<file path="config.mk">
export PLATFORM = sky130hd
export DESIGN_NAME = regbank_write_arbiter
export DESIGN_NICKNAME = d
export VERILOG_FILES = /design/src/rtl/regbank_write_arbiter.sv
export SDC_FILE = /design/constraint.sdc
export NUM_CORES = 1
export LEC_CHECK = 0
export ABC_AREA = 0
export CAP_MARGIN = 20
export CORE_ASPECT_RATIO = 1.4
export CORE_MARGIN = 4
export CORE_UTILIZATION = 42
export CTS_BUF_LIST = sky130_fd_sc_hd__clkbuf_4 sky130_fd_sc_hd__clkbuf_8
export CTS_CLUSTER_SIZE = 12
export DETAILED_ROUTE_END_ITERATION = 12
export PLACE_DENSITY = 0.82
export SYNTH_ARGS = -nofsm -noshare
export SYNTH_HDL_FRONTEND = slang
export SYNTH_SLANG_ARGS = --single-unit
</file>
<file path="constraint.sdc">
create_clock -name clk -period 6.83 [get_ports clk]
set_clock_uncertainty 0.15 [all_clocks]
set_input_delay 0.683 -clock clk [delete_from_list [all_inputs] [get_ports clk]]
set_output_delay 0.683 -clock clk [all_outputs]
set_load 0.1 [all_outputs]
</file>
<file path="src/rtl/regbank_write_arbiter.sv">
`default_nettype none
// ============================================================================
// Module   : regbank_write_arbiter
// Purpose  : Arbitrates four write requesters onto a shared bus and issues a
//            one-cycle load strobe to one of four 16-bit register slices.
//            Round-robin by default. Defining ARB_FIXED_PRIO_EN selects fixed
//            priority instead (req[0] highest).
// Revision : 1.0 - initial release
// ============================================================================
module regbank_write_arbiter #(
    parameter int N_REQ = 4,
    parameter int DW    = 16
) (
    input  logic                  clk,
    input  logic                  reset,
    input  logic [N_REQ-1:0]      req,
    input  logic [2*N_REQ-1:0]    waddr,
    input  logic [DW*N_REQ-1:0]   wdata,
    output logic [N_REQ-1:0]      gnt,
    output logic [N_REQ-1:0]      ack,
    output logic [3:0]            ld,
    output logic [DW-1:0]         d,
    output logic                  busy
);

    localparam logic [1:0] S_IDLE  = 2'b00;
    localparam logic [1:0] S_GRANT = 2'b01;
    localparam logic [1:0] S_WRITE = 2'b10;

    logic [1:0]       state_q, state_d;
    logic [N_REQ-1:0] gnt_q, gnt_d;
    logic [N_REQ-1:0] ack_q, ack_d;
    logic [3:0]       ld_q, ld_d;
    logic [DW-1:0]    d_q, d_d;
    logic [1:0]       addr_q, addr_d;
    logic             busy_q, busy_d;

    logic [N_REQ-1:0] req_masked;
    logic [1:0]       search_start;
    logic [1:0]       cand;
    logic             win_any;
    logic [1:0]       win_idx;

`ifndef ARB_FIXED_PRIO_EN
    logic [1:0]       ptr_q, ptr_d;
    logic [1:0]       win_q, win_d;
    logic [1:0]       ptr_adv;

    // Pointer position after the current grant's write completes.
    assign ptr_adv = win_q + 2'd1;
`endif

    // Pick the winning requester; the requester being acked is hidden in WRITE
    // because it has not yet had a chance to see its ack and drop req.
    always_comb begin
        req_masked = req;
        if (state_q == S_WRITE) begin
            req_masked = req & ~gnt_q;
        end
`ifdef ARB_FIXED_PRIO_EN
        search_start = 2'd0;
`else
        search_start = (state_q == S_WRITE) ? ptr_adv : ptr_q;
`endif
        win_any = 1'b0;
        win_idx = 2'd0;
        cand    = 2'd0;
        for (int k = 0; k < N_REQ; k++) begin
            cand = search_start + 2'(k);
            if (!win_any && req_masked[cand]) begin
                win_any = 1'b1;
                win_idx = cand;
            end
        end
    end

    // Next-state logic for the IDLE / GRANT / WRITE sequencer.
    always_comb begin
        state_d = state_q;
        case (state_q)
            S_IDLE:  state_d = win_any ? S_GRANT : S_IDLE;
            S_GRANT: state_d = S_WRITE;
            S_WRITE: state_d = win_any ? S_GRANT : S_IDLE;
            default: state_d = S_IDLE;
        endcase
    end

    // Next values of the registered outputs and the latched request.
    always_comb begin
        gnt_d  = gnt_q;
        ack_d  = '0;
        ld_d   = '0;
        d_d    = d_q;
        addr_d = addr_q;
        busy_d = (state_d != S_IDLE);
`ifndef ARB_FIXED_PRIO_EN
        ptr_d  = ptr_q;
        win_d  = win_q;
`endif
        case (state_q)
            S_IDLE, S_WRITE: begin
`ifndef ARB_FIXED_PRIO_EN
                if (state_q == S_WRITE) begin
                    ptr_d = ptr_adv;
                end
`endif
                gnt_d = '0;
                if (win_any) begin
                    gnt_d[win_idx] = 1'b1;
                    d_d    = wdata[int'(win_idx)*DW +: DW];
                    addr_d = waddr[int'(win_idx)*2 +: 2];
`ifndef ARB_FIXED_PRIO_EN
                    win_d  = win_idx;
`endif
                end
            end
            S_GRANT: begin
                ld_d[addr_q] = 1'b1;
                ack_d        = gnt_q;
            end
            default: begin
                gnt_d = '0;
            end
        endcase
    end

    // State and output registers; reset kills any in-flight write at once.
    always_ff @(posedge clk or posedge reset) begin
        if (reset) begin
            state_q <= S_IDLE;
            gnt_q   <= '0;
            ack_q   <= '0;
            ld_q    <= '0;
            d_q     <= '0;
            addr_q  <= '0;
            busy_q  <= 1'b0;
`ifndef ARB_FIXED_PRIO_EN
            ptr_q   <= '0;
            win_q   <= '0;
`endif
        end else begin
            state_q <= state_d;
            gnt_q   <= gnt_d;
            ack_q   <= ack_d;
            ld_q    <= ld_d;
            d_q     <= d_d;
            addr_q  <= addr_d;
            busy_q  <= busy_d;
`ifndef ARB_FIXED_PRIO_EN
            ptr_q   <= ptr_d;
            win_q   <= win_d;
`endif
        end
    end

    assign gnt  = gnt_q;
    assign ack  = ack_q;
    assign ld   = ld_q;
    assign d    = d_q;
    assign busy = busy_q;

endmodule
`default_nettype wire

</file>
==> results of run 1 <==
[final cells by class]
type	instances	area (um^2)	area share, %
clock buffer	6	82.6	2.44
clock inverter	2	37.5	1.11
inverter	8	30.0	0.886
multi-input combinational	164	1170	34.4
sequential	37	926	27.3
tap	64	80.1	2.36
timing repair buffer	107	1070	31.5
[worst max-delay path, cell delays in order (launching register included)]
cell and delay [ns]:
dfrtp_1 0.51, nor2b_1 0.50, mux2i_4 0.40, inv_2 0.12, a32oi_2 0.54, nand2_2 0.55, and3_1 0.37, o32a_1 0.28
[flip-flops by register name, summed over array words and instances (netlist names)]
name	flops
gnt	4
ptr_q	2
win_q	2
busy	1
ack	4
d	16
ld	4
addr_q	2
state_q	2
[report_power, final]
| group | internal (W) | switching, W | leakage (nW) |
|---|---|---|---|
| combinational | 0.000386 | 0.000905 | 0.954 |
| sequential | 0.000317 | 0.0000911 | 0.456 |
| clock | 0.000119 | 0.0000831 | 0.0574 |
[worst paths after layout]
check	slack [ns]	endpoint	start
max	3.29	d[3]	state_q[0]
min	0.35	d[7]	d[7]
max reg2reg	3.29	d[3]	state_q[0]
min reg2reg	0.35	d[7]	d[7]
max in group asynchronous	5.55	d[4]	reset
min in group asynchronous	0.64	d[2]	reset
[per-layer routing]
| layer | global-route usage, % | vias up | part of all wire, % |
|---|---|---|---|
| met2 | 40.1 | 110 | 53 |
| li1 | - | 1045 | - |
| met1 | 24.3 | 1083 | 37 |
| met4 | 11.9 | 0 | 3.8 |
| met5 | 0 | - | 0 |
| met3 | 3.87 | 23 | 5.7 |
[cell usage in the layout (no fill, tap or decap), types with 2 or more instances in the layout]
cell type and instances:
nand2b_1 5, nor2_1 5, o22ai_1 4, o21ai_0 12
inv_1 7, clkdlybuf4s50_1 106, a21o_1 12, dfrtp_1 37
nor3b_1 2, and2_1 4, o21a_1 2, nor2b_1 2
nand2_1 17, a31o_2 2, a21oi_1 14, a221oi_1 2
nand3_1 12, and3_1 12, clkbuf_8 6, o32a_1 11
o221ai_1 7, mux2i_1 14, nand3b_1 4, a41o_1 3
[stage by stage]
step           area, um^2  setup WS (ns)  total power (W)
2_1_floorplan        2190           4.24          0.00140
3_5_place_dp         3270           3.16          0.00170
3_3_place_gp         3270           3.28          0.00169
6_report             3390           3.29          0.00190
4_1_cts              3390           3.31          0.00190
5_1_grt              3390           3.07          0.00199
[kinds of logic (layout without fill, tap and decap cells)]
family | Yosys count | count (layout) | share of synthesized area [%]
AOI/OAI and AO/OA | 80 | 80 | 28.2
xor gates and xnor gates | 1 | 1 | 0.400
buffers and inverters | 20 | 123 | 4.57
DFF | 37 | 37 | 42.2
muxes | 15 | 15 | 7.42
and+or+nand+nor | 68 | 68 | 17.2
[cells in the mapped netlist (3+ instances only)]
master / n / area share, %
o221ai_1: 7 / 2.8
dfrtp_1: 37 / 42
a21oi_1: 14 / 3.2
nand2b_1: 5 / 1.4
a41o_1: 3 / 1.4
nand3b_1: 4 / 1.4
buf_2: 5 / 1.1
o22ai_1: 4 / 1.1
mux2i_1: 14 / 6.4
a21o_1: 12 / 4.1
nand2_1: 17 / 2.9
clkbuf_1: 3 / 0.51
and2_1: 4 / 1.1
o21ai_0: 12 / 2.7
nor2_1: 5 / 0.86
nand3_1: 12 / 2.7
inv_1: 7 / 1.2
o32a_1: 11 / 5.0
and3_1: 12 / 3.4
==> results.sh, run 1 <==
export IMPL_placed_cells=380
export IMPL_max_freq_ghz=0.282
export IMPL_endpoint_kind="register"
export IMPL_setup_viol=0
export IMPL_detail_route_wl_per_cell_um=18.6
export IMPL_drtIter0Drc=155
export IMPL_die_area_um2=6460
export IMPL_max_slew_worst_pin_slew_ns=0.997
export IMPL_cts_setup_buffers=0
export IMPL_fill_cells=434
export IMPL_grt_antenna_before_repair=0
export IMPL_cp_data_required_time_ns=6.86
export IMPL_setup_tns_ns=0
export IMPL_fin_nets=401
export IMPL_synth_ff_type="dfrtp_1"
export IMPL_portBuffers=106
export IMPL_cts_root_buffer="clkbuf_8"
export IMPL_viasPerCell=5.83
export IMPL_syn2layout_area_growth_pct=54.7
export IMPL_arrival_ns=3.57
export IMPL_max_slew_margin_rel_pct=33.3
export IMPL_grt_overflow=0
export IMPL_final_layout_size_suffix_gt1_share_pct=5.86
export IMPL_utilization_pct=68.4
export IMPL_crit_type="reg2reg"
export IMPL_grt_pass1_wl_um=11400
export IMPL_clock_sinks=37
export IMPL_dpl_hpwl_um=5500
export IMPL_routed_wl_um=7220
export IMPL_worstHoldPathCells=2
export IMPL_syn_avg_cell_area_um2=9.92
export IMPL_hold_buffers=0
export IMPL_die_h_um=93.5
export IMPL_synth_nets=299
export IMPL_num_io_pins=107
export IMPL_cp_max_fo=27
export IMPL_num_antenna_cells=0
export IMPL_min_path_type="reg2reg"
export IMPL_drtAntennaViolNets=0
export IMPL_final_cells=388
export IMPL_drc=0
export IMPL_status="complete, no violations"
export IMPL_yosys_warnings=0
export IMPL_ys_seq_area_share_pct=42.2
export IMPL_power_density_nw_per_um2=561
export IMPL_finalHoldViolations=0
export IMPL_syn_inst=221
export IMPL_grt_max_degree=38
export IMPL_cts_resized=0
export IMPL_htreeDepth=2
export IMPL_fin_crit_ns=3.54
export IMPL_finalWeightedCongestion=0.907
export IMPL_cp_start_kind="register"
export IMPL_drv_cap=0
export IMPL_core_area_um2=4950
export IMPL_dr_pass1_iters=4
export IMPL_vdd_drop_max_mv=0.340
export IMPL_leakage_nw=1.47
export IMPL_ys_ff_latch=37
export IMPL_synth_edf_count=0
export IMPL_die_w_um=69.1
export IMPL_timing_final_crit_share_pct=51.9
export IMPL_hold_ws_ns=0.346
export IMPL_clkLatencyLatePin_ns=0.30
export IMPL_drv_slew=0
export IMPL_grt_setup_unrepaired="no"
export IMPL_ys_types=46
export IMPL_numCtsBuffers=5
export IMPL_clk_path_buf_depth=2
export IMPL_synth_cell_area_um2=2190
export IMPL_grt_pass1_vias=2329
export IMPL_row_count=30
export IMPL_synthArstFlopShare_pct=100
export IMPL_tritoncts="built"
export IMPL_r2r_cells=7
export IMPL_clkTransAtPathRegs_ns=0.08
export IMPL_vias=2261
export IMPL_grt_util_all_layers_pct=22.1
export IMPL_start_util_pct=44.2
(Power assumes the default switching activity.)
==> run 2: changes to the inputs <==
==> constraint.sdc (replaced) <==
create_clock -name clk -period 3.5 [get_ports clk]
set_clock_uncertainty 0.15 [all_clocks]
set_input_delay 0.35 -clock clk [delete_from_list [all_inputs] [get_ports clk]]
set_output_delay 0.35 -clock clk [all_outputs]
set_load 0.1 [all_outputs]
==> results.sh, run 2 (synthesis gave the netlist of run 1 again) <==
export IMPL_tritoncts="built"
export IMPL_num_antenna_cells=0
export IMPL_r2r_start="state_q[0]"
export IMPL_syn2layout_area_growth_pct=55.7
export IMPL_cts_setup_buffers=0
export IMPL_crit_type="reg2reg"
export IMPL_dr_wl_met3_um=445
export IMPL_routed_top_layer="met4"
export IMPL_die_h_um=93.5
export IMPL_dpl_hpwl_um=5260
export IMPL_grt_antenna_before_repair=0
export IMPL_fin_crit_ns=2.95
export IMPL_start_util_pct=44.2
export IMPL_max_slew_margin_rel_pct=30.8
export IMPL_viasPerCell=5.76
export IMPL_routed_wl_um=6920
export IMPL_power_frac_seq_pct=21.2
export IMPL_core_area_um2=4950
export IMPL_cp_start_kind="register"
export IMPL_clock_sinks=37
export IMPL_cts_resized=0
export IMPL_drc=0
export IMPL_vdd_drop_max_mv=0.723
export IMPL_grt_pass1_wl_um=11000
export IMPL_p_int_w=0.00161
export IMPL_utilization_pct=68.9
export IMPL_clk_path_buf_depth=2
export IMPL_setup_viol=0
export IMPL_placed_cells=383
export IMPL_fin_nets=404
export IMPL_die_w_um=69.1
export IMPL_power_frac_comb_pct=68.5
export IMPL_largest_reg_flops=16
export IMPL_drv_cap=0
export IMPL_grt_max_degree=38
export IMPL_grt_overflow=0
export IMPL_cp_data_required_time_ns=3.53
export IMPL_final_layout_size_suffix_gt1_share_pct=7.03
export IMPL_final_cell_mix="clkdlybuf4s50_1, dfrtp_1, nand2_1, mux2i_1, a21oi_1"
export IMPL_die_area_um2=6460
export IMPL_power_clock_fraction_pct=10.3
export IMPL_status="complete, no violations"
export IMPL_setup_tns_ns=0
export IMPL_drtIter0Drc=216
export IMPL_drtAntennaViolNets=0
export IMPL_vias=2251
export IMPL_drv_slew=0
export IMPL_row_count=30
export IMPL_detail_route_wl_per_cell_um=17.7
export IMPL_power_switching_w=0.00211
export IMPL_hold_buffers=0
export IMPL_p_sw_share_pct=56.8
export IMPL_endpoint_kind="register"
export IMPL_htreeDepth=2
export IMPL_numCtsBuffers=5
export IMPL_grt_util_all_layers_pct=21.2
export IMPL_max_freq_ghz=0.339
export IMPL_final_common_cell="clkdlybuf4s50_1"
export IMPL_grt_setup_unrepaired="no"
export IMPL_clkTransAtPathRegs_ns=0.08
export IMPL_timing_final_crit_share_pct=84.2
export IMPL_critPathLaunch="state_q[0]"
export IMPL_max_slew_worst_pin_slew_ns=1.04
export IMPL_leakage_nw=1.48
export IMPL_clkLatencyLatePin_ns=0.29
export IMPL_portBuffers=106
export IMPL_min_path_type="in2async"
export IMPL_cp_slowest_cell="dfrtp_1"
export IMPL_path_cells="nor2b_1 > buf_4 > mux2i_4 > a21oi_2 > nand2_2 > and3_1 > o32a_1"
export IMPL_final_cells=391
export IMPL_worst_slack_ns=0.551
export IMPL_cts_root_buffer="clkbuf_8"
export IMPL_dr_pass1_iters=6
export IMPL_finalWeightedCongestion=0.925
export IMPL_grt_pass1_vias=2298
export IMPL_arrival_ns=2.98
export IMPL_max_stage_delay_ns=0.55
export IMPL_met2WireLength_um=3640
export IMPL_finalHoldViolations=0
export IMPL_power_density_nw_per_um2=1090
export IMPL_num_io_pins=107
export IMPL_dp_slack_ns=0.164
export IMPL_drt_met1_wl_um=2560
export IMPL_cp_max_fo=27
[run 2: cell count changes in the layout (fill, tap and decap cells not counted)]
cell,change
buf_4,+3
a21oi_1,-1
a21oi_2,+1
clkbuf_8,-1
clkinv_4,+1
[run 2: path summary, 6_finish.rpt]
path                               to  slack (ns)  depth (start not counted)
max in group asynchronous        d[7]        2.55                          3
worst max register to register   d[3]        0.55                          7
worst min-delay path            ld[2]        0.31                          3
worst min register to register   d[9]        0.34                          2
min in group clk                 d[9]        0.34                          2
worst max-delay path             d[3]        0.55                          7
[run 2: cell type report]
| class | count | area, um^2 |
|---|---|---|
| sequential | 37 | 926 |
| inverter | 8 | 30.0 |
| timing repair buffer | 110 | 1090 |
| multi-input combinational | 164 | 1170 |
| tap | 64 | 80.1 |
| clock inverter | 3 | 46.3 |
| fill | 417 | 1540 |
| clock buffer | 5 | 68.8 |
[run 2: power groups by stage]
stage          Clock (W)  Sequential (W)  Combinational [W]
2_1_floorplan          0         0.00179           0.000938
3_3_place_gp           0        0.000791            0.00252
3_5_place_dp           0        0.000792            0.00254
4_1_cts         0.000385        0.000786            0.00255
5_1_grt         0.000406        0.000816            0.00267
6_report        0.000384        0.000788            0.00255
[run 2: metrics by stage]
| step | power (W) | area, um^2 | hold slack (ns) |
|---|---|---|---|
| 2_1_floorplan | 0.00273 | 2190 | 0.305 |
| 3_3_place_gp | 0.00331 | 3290 | 0.319 |
| 3_5_place_dp | 0.00334 | 3290 | 0.332 |
| 4_1_cts | 0.00372 | 3410 | 0.343 |
| 5_1_grt | 0.00389 | 3410 | 0.359 |
| 6_report | 0.00372 | 3410 | 0.308 |
[run 2: routing by layer]
metal,vias to the layer above,GRT usage [%]
li1,1059,-
met1,1062,23.5
met4,0,12.4
met3,21,4.19
met5,-,0
met2,109,37.3
[run 2: critical path: cells and delay by family (launching register included)]
kind / cells / cell delay (ns)
AND/OR/NAND/NOR: 3 / 0.97
AO/OA/AOI/OAI: 2 / 0.80
multiplexers: 1 / 0.21
flip-flops: 1 / 0.55
buffers and inverters: 1 / 0.17
==> RTL change 1: new RTL, config.mk and constraints of run 2 <==
Add a define of `ARB_FIXED_PRIO_EN`.
--- a/src/rtl/regbank_write_arbiter.sv
+++ b/src/rtl/regbank_write_arbiter.sv
@@ -7,6 +7,8 @@
 //            priority instead (req[0] highest).
 // Revision : 1.0 - initial release
 // ============================================================================
+`define ARB_FIXED_PRIO_EN
+
 module regbank_write_arbiter #(
     parameter int N_REQ = 4,
     parameter int DW    = 16
Check against the original RTL: not equivalent (Yosys sat finds a counterexample within 4 cycles, from zero or initial values and one cycle with reset high).
==> RTL change 1 against run 2 <==
Sequential power shrank 16%. Setup slack gained 0.22 ns. Core utilization grew 4.8 points. Clock power shrank 23%. Power shrank 25%. Synthesized area shrank 21%. Combinational power shrank 28%. Die area shrank 19%. Global-route usage shrank 0.092 points. Sequential cell count shrank 4. Wire length shrank 20%. Design area shrank 15%.
==> RTL change 1: results <==
[critical_path]
max_stage_delay_ns = 0.67
r2r_slack_ns = 0.78
slowest_stage = "a222oi_1"
path_delay_family = "compound AO/OA/AOI/OAI gates"
critPathMaxFanout = 18

[global_route]
grt_max_degree = 25
use_met2 = 0.404

[yosys]
synth.yosys.seq_area_share = 0.475
synthCells = 187
synth_common_cells = "nor2_1, dfrtp_1, a21oi_1, a22oi_1"
synth_nets = 265
synth_cell_type_count = 30

[routing]
met2_length_mm = 3.07
drt-met1-wl_mm = 2.01
vias = 1869
routedWlPerCell_um = 16.7

[sta]
max_freq_mhz = 367
relSlewSlack = 0.330
fin_hold_ws_ns = 0.365

[outcome]
outcome = "complete, no violations"

[placed_design]
dp_hpwl_mm = 4.21
dp_slack_ns = 0.749

[power_and_ir_drop]
p_sw_mw = 1.60
peakVddDrop_mv = 0.947
leakagePower_nw = 1.21

[worst_hold_path]
hold_path.class = "flip-flop to flip-flop"

[cells_and_area]
final_nets = 369
==> RTL change 1: cells by family (layout without fill, tap and decap cells) <==
kind of cell | Yosys count | after routing | synth area share
DFF | 33 | 33 | 0.475
buffers and inverters | 19 | 123 | 0.0526
and+or+nand+nor | 66 | 66 | 0.178
AOI/OAI and AO/OA | 69 | 69 | 0.294
==> RTL change 1: final cells by class <==
type	count	area [um^2]
timing repair buffer	110	1090
tap	43	53.8
fill	313	1040
sequential	33	826
inverter	6	22.5
multi-input combinational	135	825
clock buffer	7	90.1
==> RTL change 1: power by group through the flow <==
stage | combinational [mW] | clock [mW] | sequential, mW
6_report | 1.84 | 0.294 | 0.664
5_1_grt | 1.91 | 0.310 | 0.684
4_1_cts | 1.85 | 0.297 | 0.662
3_5_place_dp | 1.85 | 0 | 0.668
3_3_place_gp | 1.83 | 0 | 0.660
2_1_floorplan | 0.411 | 0 | 1.63
==> RTL change 2: new RTL, settings of run 2 <==
Without the edit above. `ld_q` and `d_q` no longer have a reset.
--- a/src/rtl/regbank_write_arbiter.sv
+++ b/src/rtl/regbank_write_arbiter.sv
@@ -130,8 +130,6 @@
             state_q <= S_IDLE;
             gnt_q   <= '0;
             ack_q   <= '0;
-            ld_q    <= '0;
-            d_q     <= '0;
             addr_q  <= '0;
             busy_q  <= 1'b0;
 `ifndef ARB_FIXED_PRIO_EN
@@ -142,8 +140,6 @@
             state_q <= state_d;
             gnt_q   <= gnt_d;
             ack_q   <= ack_d;
-            ld_q    <= ld_d;
-            d_q     <= d_d;
             addr_q  <= addr_d;
             busy_q  <= busy_d;
 `ifndef ARB_FIXED_PRIO_EN
@@ -151,6 +147,11 @@
             win_q   <= win_d;
 `endif
         end
+    end
+
+    always_ff @(posedge clk) begin
+        ld_q <= ld_d;
+        d_q  <= d_d;
     end
 
     assign gnt  = gnt_q;
Function: changed (a bounded check fails within 4 cycles, from zero or initial values and one cycle with reset high).
==> RTL change 2 against run 2 <==
Power shrank 0.83%. Design area down 3.2%. Count of clock-buffer cells in the layout unchanged. Wire length is 24% lower. Die area shrank 3.5%. Setup slack better by 0.19 ns. Synthesized area shrank 3.9%. Sequential cell count unchanged. Highest routed layer unchanged.
==> RTL change 2: results <==
[routing]
drtIter0Drc = 109
vias = 1769
routed_wl_mm = 5.26

[cells_and_area]
drive_gt1_frac = 0.0816
final_nets = 359
fillerInstances = 388
fin_cells = 346
utilization = 0.682

[critical_path]
max_stage_delay_ns = 0.45
arrival_ns = 2.75
timing.rr.end = "d[10]"
critPathMaxFanout = 10
r2r_slack_ns = 0.74

[yosys]
synthCells = 172
synth.yosys.seq_area_share = 0.468
synth_nets = 250
synthTopCellsByArea = "mux2i_1, edfxtp_1, dfrtp_1"
synth_edf_count = 16

[global_route]
grt_max_degree = 21
grt_pass1_wl_mm = 8.20

[power_and_ir_drop]
peakVddDrop_mv = 0.578

[outcome]
outcome = "complete, no violations"

[sta]
relSlewSlack = 0.323
fin_hold_ws_ns = 0.290

[placed_design]
gp_congestion = 0.917
[RTL change 2: power by group]
part / internal (mW) / switching [mW] / leakage [nW]
Sequential: 0.716 / 0.105 / 0.403
Clock: 0.214 / 0.162 / 0.0587
Combinational: 0.795 / 1.70 / 0.953
Total: 1.73 / 1.97 / 1.41
[RTL change 2: layout make-up]
type / count / area (um^2) / area share
clock buffers: 5 / 68.8 / 0.0208
multi-input cells: 118 / 997 / 0.302
well taps: 64 / 80.1 / 0.0243
flip-flops and latches: 37 / 986 / 0.299
repair buffers: 110 / 1090 / 0.330
inverters: 9 / 33.8 / 0.0102
clock inverters: 3 / 45.0 / 0.0136
[RTL change 2: cell families after synthesis]
logic type                after synthesis  synth area share
DFF                                    37             0.468
xor gates and xnor gates                1           0.00416
muxes                                  51             0.242
AOI/OAI and AO/OA                      35             0.137
and+or+nand+nor                        31            0.0850
buffers and inverters                  17            0.0636
[RTL change 2: worst min path at each step]
stage          endpoint  depth (start not counted)
4_1_cts          ack[2]                          2
6_report         ack[2]                          2
2_1_floorplan    ack[0]                          1
3_3_place_gp   win_q[1]                          2
3_5_place_dp   win_q[1]                          2
5_1_grt        win_q[1]                          2
[RTL change 2: routing by layer]
metal / global-route usage / share of wire / wire length (um) / vias up
met3: 0.0368 / 0.059 / 308 / 11
met2: 0.322 / 0.55 / 2890 / 76
li1: - / - / - / 863
met1: 0.190 / 0.37 / 1920 / 819
met5: 0 / 0 / 0 / -
met4: 0.0763 / 0.027 / 141 / 0
[RTL change 2: worst max-delay path, delay by kind of cell (launching register included)]
kind,cells,cell delay [ns]
AOI/OAI and AO/OA,1,0.45
buffers and inverters,2,0.42
DFF,1,0.44
and+or+nand+nor,2,0.55
muxes,2,0.58
